[config.mk]
export PLATFORM = sky130hd
export DESIGN_NAME = div_iter_unit
export DESIGN_NICKNAME = d
export VERILOG_FILES = /design/src/rtl/div_iter_unit.sv
export SDC_FILE = /design/constraint.sdc
export NUM_CORES = 1
export LEC_CHECK = 0
export BUFFER_PORTS_ARGS = -buffer_cell sky130_fd_sc_hd__buf_4
export CAP_MARGIN = 40
export CORE_MARGIN = 8
export CORE_UTILIZATION = 45
export CTS_CLUSTER_SIZE = 40
export DETAILED_ROUTE_END_ITERATION = 12
export SYNTH_ARGS = -nofsm -noshare
export SYNTH_HDL_FRONTEND = slang
export SYNTH_SLANG_ARGS = --single-unit
[constraint.sdc]
create_clock -name clk -period 15.2 [get_ports clk]
set_input_delay 3.04 -clock clk [delete_from_list [all_inputs] [get_ports clk]]
set_output_delay 3.04 -clock clk [all_outputs]
set_load 0.02 [all_outputs]
[src/rtl/div_iter_unit.sv]
// div_iter_unit: iterative 32-bit DIV/DIVU unit for the EXE stage.
// Restoring division at one quotient bit per cycle with a fixed 32-cycle
// busy phase. It produces the quotient on LO and the remainder on HI, and
// holds the pipeline through a combinational stall until DONE.
module div_iter_unit #(
  parameter int WIDTH = 32,
  parameter int ITER  = 32
) (
  input  logic             clk,
  input  logic             rst,
  input  logic             EXE_DivReq,
  input  logic             EXE_DivSigned,
  input  logic [WIDTH-1:0] EXE_ResultA,
  input  logic [WIDTH-1:0] EXE_ResultB,
  input  logic             EXE_Advance,
  input  logic             ExceptionAssert,
  output logic [WIDTH-1:0] EXE_MULTDIVtoLO,
  output logic [WIDTH-1:0] EXE_MULTDIVtoHI,
  output logic             EXE_Finish,
  output logic             EXE_MULTDIVStall
);

  localparam int CW = $clog2(ITER);

  localparam logic [1:0] S_IDLE = 2'd0;
  localparam logic [1:0] S_BUSY = 2'd1;
  localparam logic [1:0] S_DONE = 2'd2;

  logic [1:0]       state_q, state_d;
  logic [CW-1:0]    cnt_q, cnt_d;
  logic [WIDTH-1:0] rem_q, rem_d;        // partial remainder
  logic [WIDTH-1:0] quo_q, quo_d;        // dividend shifting out, quotient shifting in
  logic [WIDTH-1:0] dvs_q, dvs_d;        // divisor magnitude
  logic [WIDTH-1:0] dvd_raw_q, dvd_raw_d; // dividend as supplied, for divide-by-zero
  logic             neg_q_q, neg_q_d;    // quotient must be negated
  logic             neg_r_q, neg_r_d;    // remainder must be negated
  logic             zero_q, zero_d;      // divisor was zero
  logic [WIDTH-1:0] lo_q, lo_d;
  logic [WIDTH-1:0] hi_q, hi_d;

  // Operand magnitudes and sign bookkeeping used when a request is accepted
  logic             a_neg, b_neg;
  logic [WIDTH-1:0] a_mag, b_mag;

  always_comb begin
    a_neg = EXE_DivSigned & EXE_ResultA[WIDTH-1];
    b_neg = EXE_DivSigned & EXE_ResultB[WIDTH-1];
    a_mag = a_neg ? -EXE_ResultA : EXE_ResultA;
    b_mag = b_neg ? -EXE_ResultB : EXE_ResultB;
  end

  // One restoring-division step: shift {rem, quo} left, trial-subtract divisor.
  // The shifted remainder needs WIDTH+1 bits; the top bit of the difference
  // is clear exactly when the subtraction succeeds.
  logic [WIDTH:0]   rem_sh;
  logic [WIDTH:0]   diff;
  logic             ge;
  logic [WIDTH-1:0] rem_nxt, quo_nxt;
  logic [WIDTH-1:0] q_fix, r_fix;

  always_comb begin
    rem_sh  = {rem_q, quo_q[WIDTH-1]};
    diff    = rem_sh - {1'b0, dvs_q};
    ge      = ~diff[WIDTH];
    rem_nxt = ge ? diff[WIDTH-1:0] : rem_sh[WIDTH-1:0];
    quo_nxt = {quo_q[WIDTH-2:0], ge};
    q_fix   = zero_q  ? '1        : (neg_q_q ? -quo_nxt : quo_nxt);
    r_fix   = zero_q  ? dvd_raw_q : (neg_r_q ? -rem_nxt : rem_nxt);
  end

  // FSM next state, operand capture, iteration and result capture
  always_comb begin
    state_d   = state_q;
    cnt_d     = cnt_q;
    rem_d     = rem_q;
    quo_d     = quo_q;
    dvs_d     = dvs_q;
    dvd_raw_d = dvd_raw_q;
    neg_q_d   = neg_q_q;
    neg_r_d   = neg_r_q;
    zero_d    = zero_q;
    lo_d      = lo_q;
    hi_d      = hi_q;

    if (ExceptionAssert) begin
      state_d = S_IDLE;
    end else begin
      case (state_q)
        S_IDLE: begin
          if (EXE_DivReq) begin
            quo_d     = a_mag;
            dvs_d     = b_mag;
            dvd_raw_d = EXE_ResultA;
            neg_q_d   = a_neg ^ b_neg;
            neg_r_d   = a_neg;
            zero_d    = (EXE_ResultB == '0);
            rem_d     = '0;
            cnt_d     = CW'(ITER - 1);
            state_d   = S_BUSY;
          end
        end
        S_BUSY: begin
          if (!EXE_DivReq) begin
            state_d = S_IDLE;
          end else begin
            rem_d = rem_nxt;
            quo_d = quo_nxt;
            if (cnt_q == '0) begin
              state_d = S_DONE;
              lo_d    = q_fix;
              hi_d    = r_fix;
            end else begin
              cnt_d = cnt_q - CW'(1);
            end
          end
        end
        S_DONE: begin
          // A request held across a stall must not restart the division
          if (EXE_Advance || !EXE_DivReq) begin
            state_d = S_IDLE;
          end
        end
        default: state_d = S_IDLE;
      endcase
    end
  end

  // State registers with synchronous reset
  always_ff @(posedge clk) begin
    if (rst) begin
      state_q   <= S_IDLE;
      cnt_q     <= '0;
      rem_q     <= '0;
      quo_q     <= '0;
      dvs_q     <= '0;
      dvd_raw_q <= '0;
      neg_q_q   <= 1'b0;
      neg_r_q   <= 1'b0;
      zero_q    <= 1'b0;
      lo_q      <= '0;
      hi_q      <= '0;
    end else begin
      state_q   <= state_d;
      cnt_q     <= cnt_d;
      rem_q     <= rem_d;
      quo_q     <= quo_d;
      dvs_q     <= dvs_d;
      dvd_raw_q <= dvd_raw_d;
      neg_q_q   <= neg_q_d;
      neg_r_q   <= neg_r_d;
      zero_q    <= zero_d;
      lo_q      <= lo_d;
      hi_q      <= hi_d;
    end
  end

  // Output drive: registered results, combinational stall
  always_comb begin
    EXE_MULTDIVtoLO  = lo_q;
    EXE_MULTDIVtoHI  = hi_q;
    EXE_Finish       = (state_q == S_DONE);
    EXE_MULTDIVStall = EXE_DivReq & ~ExceptionAssert & (state_q != S_DONE);
  end

endmodule

# --- After elaboration in Yosys (flattened, before gate mapping) ---
# Cells that the tools add are included.
# Widths: inputs -> output; s select.
classes:
  n_addsub: 6
  n_eq_ne: 8
  muxes: 22
  n_bitwise: 7
  reduce_logical: 12
ops:
  columns: ["operator", "n"]
  rows:
  - ["$mux 32", 11]
  - ["$neg 32->32", 4]
  - ["$pmux 32 s2", 2]
  - ["$sub 33x32->33", 1]
  - ["$logic_not 32->1", 1]
  - ["$mux 5", 3]
  - ["$pmux 5 s2", 1]
  - ["$mux 2", 4]
  - ["$ne 2x2->1 const B", 4]
  - ["$reduce_and 4->1", 2]
  - ["$pmux 2 s3", 1]
  - ["$reduce_and 3->1", 2]
  - ["$logic_not 5->1", 1]
  - ["$reduce_and 5->1", 1]
  - ["$sub 5x1->5 const B", 1]
  - ["$and 1x1->1", 4]
  - ["$ne 3x3->1 const B", 1]
  - ["$eq 2x1->1 const B", 1]
  - ["$eq 2x2->1 const B", 1]
  - ["$logic_not 2->1", 1]
  - ["$ne 2x1->1 const B", 1]
  - ["$not 1->1", 2]
  - ["$reduce_bool 2->1", 1]
  - ["$reduce_or 2->1", 1]
  - ["other kinds (3)", 3]
word_totals:
  register_bits: 202
  input_bits: 70
  output_inout_bits: 66
  elab_cells: 66

# --- Depth between registers and ports, before layout ---
logic_depth:
  ltp_word: 5
  depth_mapped: 24

# --- Worst setup path before layout ---
# OpenSTA, ideal clock, no wires.
synth_path:
  path_kind: "input port to output port"
  start: "in ExceptionAssert"
  end: "out EXE_MULTDIVStall"
  arrival_time_ns: 3.521
  required_ns: 12.160
  path_slack_ns: 8.639
  cell_stages: 2
  path_cell_list: "nand2b_1 -> nor2_1"
synth_via:
  elab_chain_len: 3
synth_lines:
  columns: ["item", "line", "text"]
  rows:
  - ["start: declaration", "16", "input logic ExceptionAssert,"]
  - ["$not 1->1 (no source line)", null, null]
  - ["$and 1x1->1 (2 in a row)", "162", "EXE_MULTDIVStall = EXE_DivReq & ~ExceptionAssert & (state_q != S_DONE);"]
  - ["end: declaration", "20", "output logic EXE_MULTDIVStall"]
# No other way between the ends.

# --- Worst setup path in the final report ---
# Same ends and word-level chain as after synthesis.

==> metrics <==
crit-path max FO=6; element type at the critical path end=output pin; GRT Overall Usage=23.44%; PortBufs=between 100 and 150; Place WS=~8.5 ns; Max VDD drop=0.06846 mV; Cell Pwr Density=95.14 mW/mm2; switching pwr=roughly 0.41 mW; Final Cycle Share=a little over two fifths; number of enable flip-flop cells after synthesis=0; Sw Share=roughly 29%; asr flop ratio synth=0%; CP arrival=~3.6 ns; CP startpoint kind=input port; number of global-route vias before repair=11,940; routability cong.=slightly above 0.9; first-pass GRT wire length=65,670 um; Rows=62; CTS tree=built; synthesized flop and latch total=slightly above 200; DR pass1 iterations=7; reg2reg start=quo_q[31]$_SDFFE_PP0P_; pin count of the biggest net entering global routing=90; hold_sp=dvd_raw_q[31]$_SDFFE_PP0P_; status=finished, final reports clean; Die H=between 150 and 200 um; Die ar.=about 0.035 mm2; Worst Reg-to-Reg Cells=22; Inst Count DP=around 2,100; share of cells above drive strength 1=about an eighth; initial antenna violation count=0; final wirelength=41,960 um; maxcap violations=0; Clock Path Buffers=3; setup repair after global routing missed its margin=no; Finished Layout Cells=2,184; Clk pin slew, worst setup/hold paths=0.05 ns; worst hold stages=2; Clock Power Share=43.7%; Leakage=5.850 nW; Slew headroom=roughly two fifths; internal power=1.022 mW; Seq pwr share=about two fifths; drc violations=0; share of the synthesized area in the top cell type=31.04%; setup ws final=~8.5 ns; ANT cells=0; Worst-Margin Slew=0.8850 ns; type of the worst min-delay path=reg -> reg; Syn Inst Count=1,718; chip width=between 150 and 200 um; Logic pwr share=roughly 17%; commonest non-fill, non-tap cells in the layout=dfxtp_1, nand2_1, a21oi_1; Syn. warnings=0; Worst Hold Endpoint=dvd_raw_q[31]$_SDFFE_PP0P_; initial core utilization=45.52%; flop2flop setup slack=between 9 and 10 ns; Final ANT Viol Nets=0; Synthesized Nets=1,827; Synth-to-Final Area Change=15.77%; hold-fix buffers at CTS=0; total CTS buffers=25; area of the mapped netlist=0.01303 mm2; final hold violations=0; Slew Viols, Final=0; H-Tree Depth=1; post-layout min period=approximately 6.7 ns; FMAX=150.4 MHz; Clock Latency Late Sink=0.54 ns; I/O pins=about 140; Fin Setup TNS=0 ns; Setup Crit Path Kind=in -> out; Core ar.=between 0.02 and 0.03 mm2; DRT iter0 DRCs=between 1,000 and 1,500; Worst Clk Skew=~0.019 ns; Nets=about 1,900; CTS sink count=just over 200; post-cts sizing count=0; r2r endpoint=EXE_MULTDIVtoHI[24]$_SDFFE_PP0P_; post-CTS setup buffer count=0; final setup fails=0; final global-route overflow total=0; vias after detailed routing=roughly 13,000; most common flop cell mapped by yosys=dfxtp_1; synth unique cells=83; drt via density=between 5 and 6; WP data required=approximately 12 ns; Avg Cell Area, Syn=about 7.6 um2; leading cell type in the layout, fill and taps excluded=dfxtp_1; WL/cell=just under 20 um; top cells by area, synth=dfxtp_1, a21oi_1, xnor2_1; Detail Placement HPWL=~31,000 um; post-synthesis sequential area ratio=between 30% and 40%; post-synth top area cell=dfxtp_1; clk root buf=clkbuf_16
==> synth_stat cells (13+ instances only) <==
cell and number:
nor2_1 163, mux2i_1 19, a211oi_1 32, o21ai_0 109, nand2b_1 14, a21oi_1 180, or3_1 22, o211ai_1 15
inv_1 92, nor4_1 19, buf_2 20, xor2_1 48, a22oi_1 17, a31oi_1 15, nor3_1 32, o41ai_1 14
nand4_1 16, ha_1 38, and2_1 28, clkbuf_1 90, o21ai_1 13, nand2_1 190, a221oi_1 34, a311oi_1 18
dfxtp_1 202, o31ai_1 18, nand3_1 19, xnor2_1 87
==> critical path: stages <==
cell      delay (ns)
buf_4           0.10
nand2b_1        0.20
nor2_1          0.12
buf_4           0.15
==> power by group through the flow <==
stage	sequential, mW	combinational (mW)	clock (mW)
floorplan	0.571	0.166	0
global placement	0.572	0.241	0
detailed placement	0.572	0.243	0
CTS	0.561	0.245	0.635
global route	0.563	0.270	0.659
finish	0.561	0.247	0.627
==> state kept, by name, summed over array words and instances, names as in the netlist <==
| signal | flops |
|---|---|
| rem_q | 32 |
| zero_q | 1 |
| neg_q_q | 1 |
| dvd_raw_q | 32 |
| neg_r_q | 1 |
| state_q | 2 |
| dvs_q | 32 |
| quo_q | 32 |
| EXE_MULTDIVtoHI | 32 |
| cnt_q | 5 |
| EXE_MULTDIVtoLO | 32 |
==> through the flow <==
| step | instance area, um2 | hold slack (ns) | util [%] | power (mW) |
|---|---|---|---|---|
| floorplan | 13030 | 0.4312 | - | 0.7369 |
| global placement | 14190 | 0.4422 | 49.58 | 0.8125 |
| detailed placement | 14210 | 0.4436 | 49.65 | 0.8156 |
| CTS | 15080 | 0.4531 | 52.70 | 1.441 |
| global route | 15080 | 0.4793 | 52.70 | 1.493 |
| finish | 15080 | 0.4537 | 52.70 | 1.435 |
==> final cells by class <==
cell class / count / area [um2]
sequential: 202 / 4044
clock inverter: 9 / 140.1
timing repair buffer: 152 / 1154
multi-input combinational: 1306 / 8180
inverter: 94 / 355.3
fill: 2810 / 13540
clock buffer: 37 / 730.7
tap: 384 / 480.5
==> worst max-delay path by stage <==
stage / slack, ns / start / end
floorplan: 8.64 / ExceptionAssert / EXE_MULTDIVStall
global placement: 8.56 / ExceptionAssert / EXE_MULTDIVStall
detailed placement: 8.53 / ExceptionAssert / EXE_MULTDIVStall
CTS: 8.53 / ExceptionAssert / EXE_MULTDIVStall
global route: 8.49 / ExceptionAssert / EXE_MULTDIVStall
finish: 8.55 / ExceptionAssert / EXE_MULTDIVStall
==> routing by layer <==
metal / wire [um] / vias up / track usage (%) / share of wire [%]
li1: - / 6288 / - / -
met1: 19950 / 6004 / 34.13 / 48
met2: 18680 / 410 / 36.91 / 45
met3: 2705 / 52 / 2.875 / 6.4
met4: 621 / 0 / 4.160 / 1.5
met5: 0 / - / 0 / 0
==> logic make-up after synthesis <==
group                      count (synthesis)  share of synthesized area [%]
AOI/OAI and AO/OA                        550                          27.59
xor gates and xnor gates                 135                          9.074
adders and majority gates                 39                          3.803
buffers and inverters                    210                          6.318
DFF                                      202                          31.04
muxes                                     25                          1.978
and+or+nand+nor                          557                          20.20
Power figures use the tool's default switching activity.
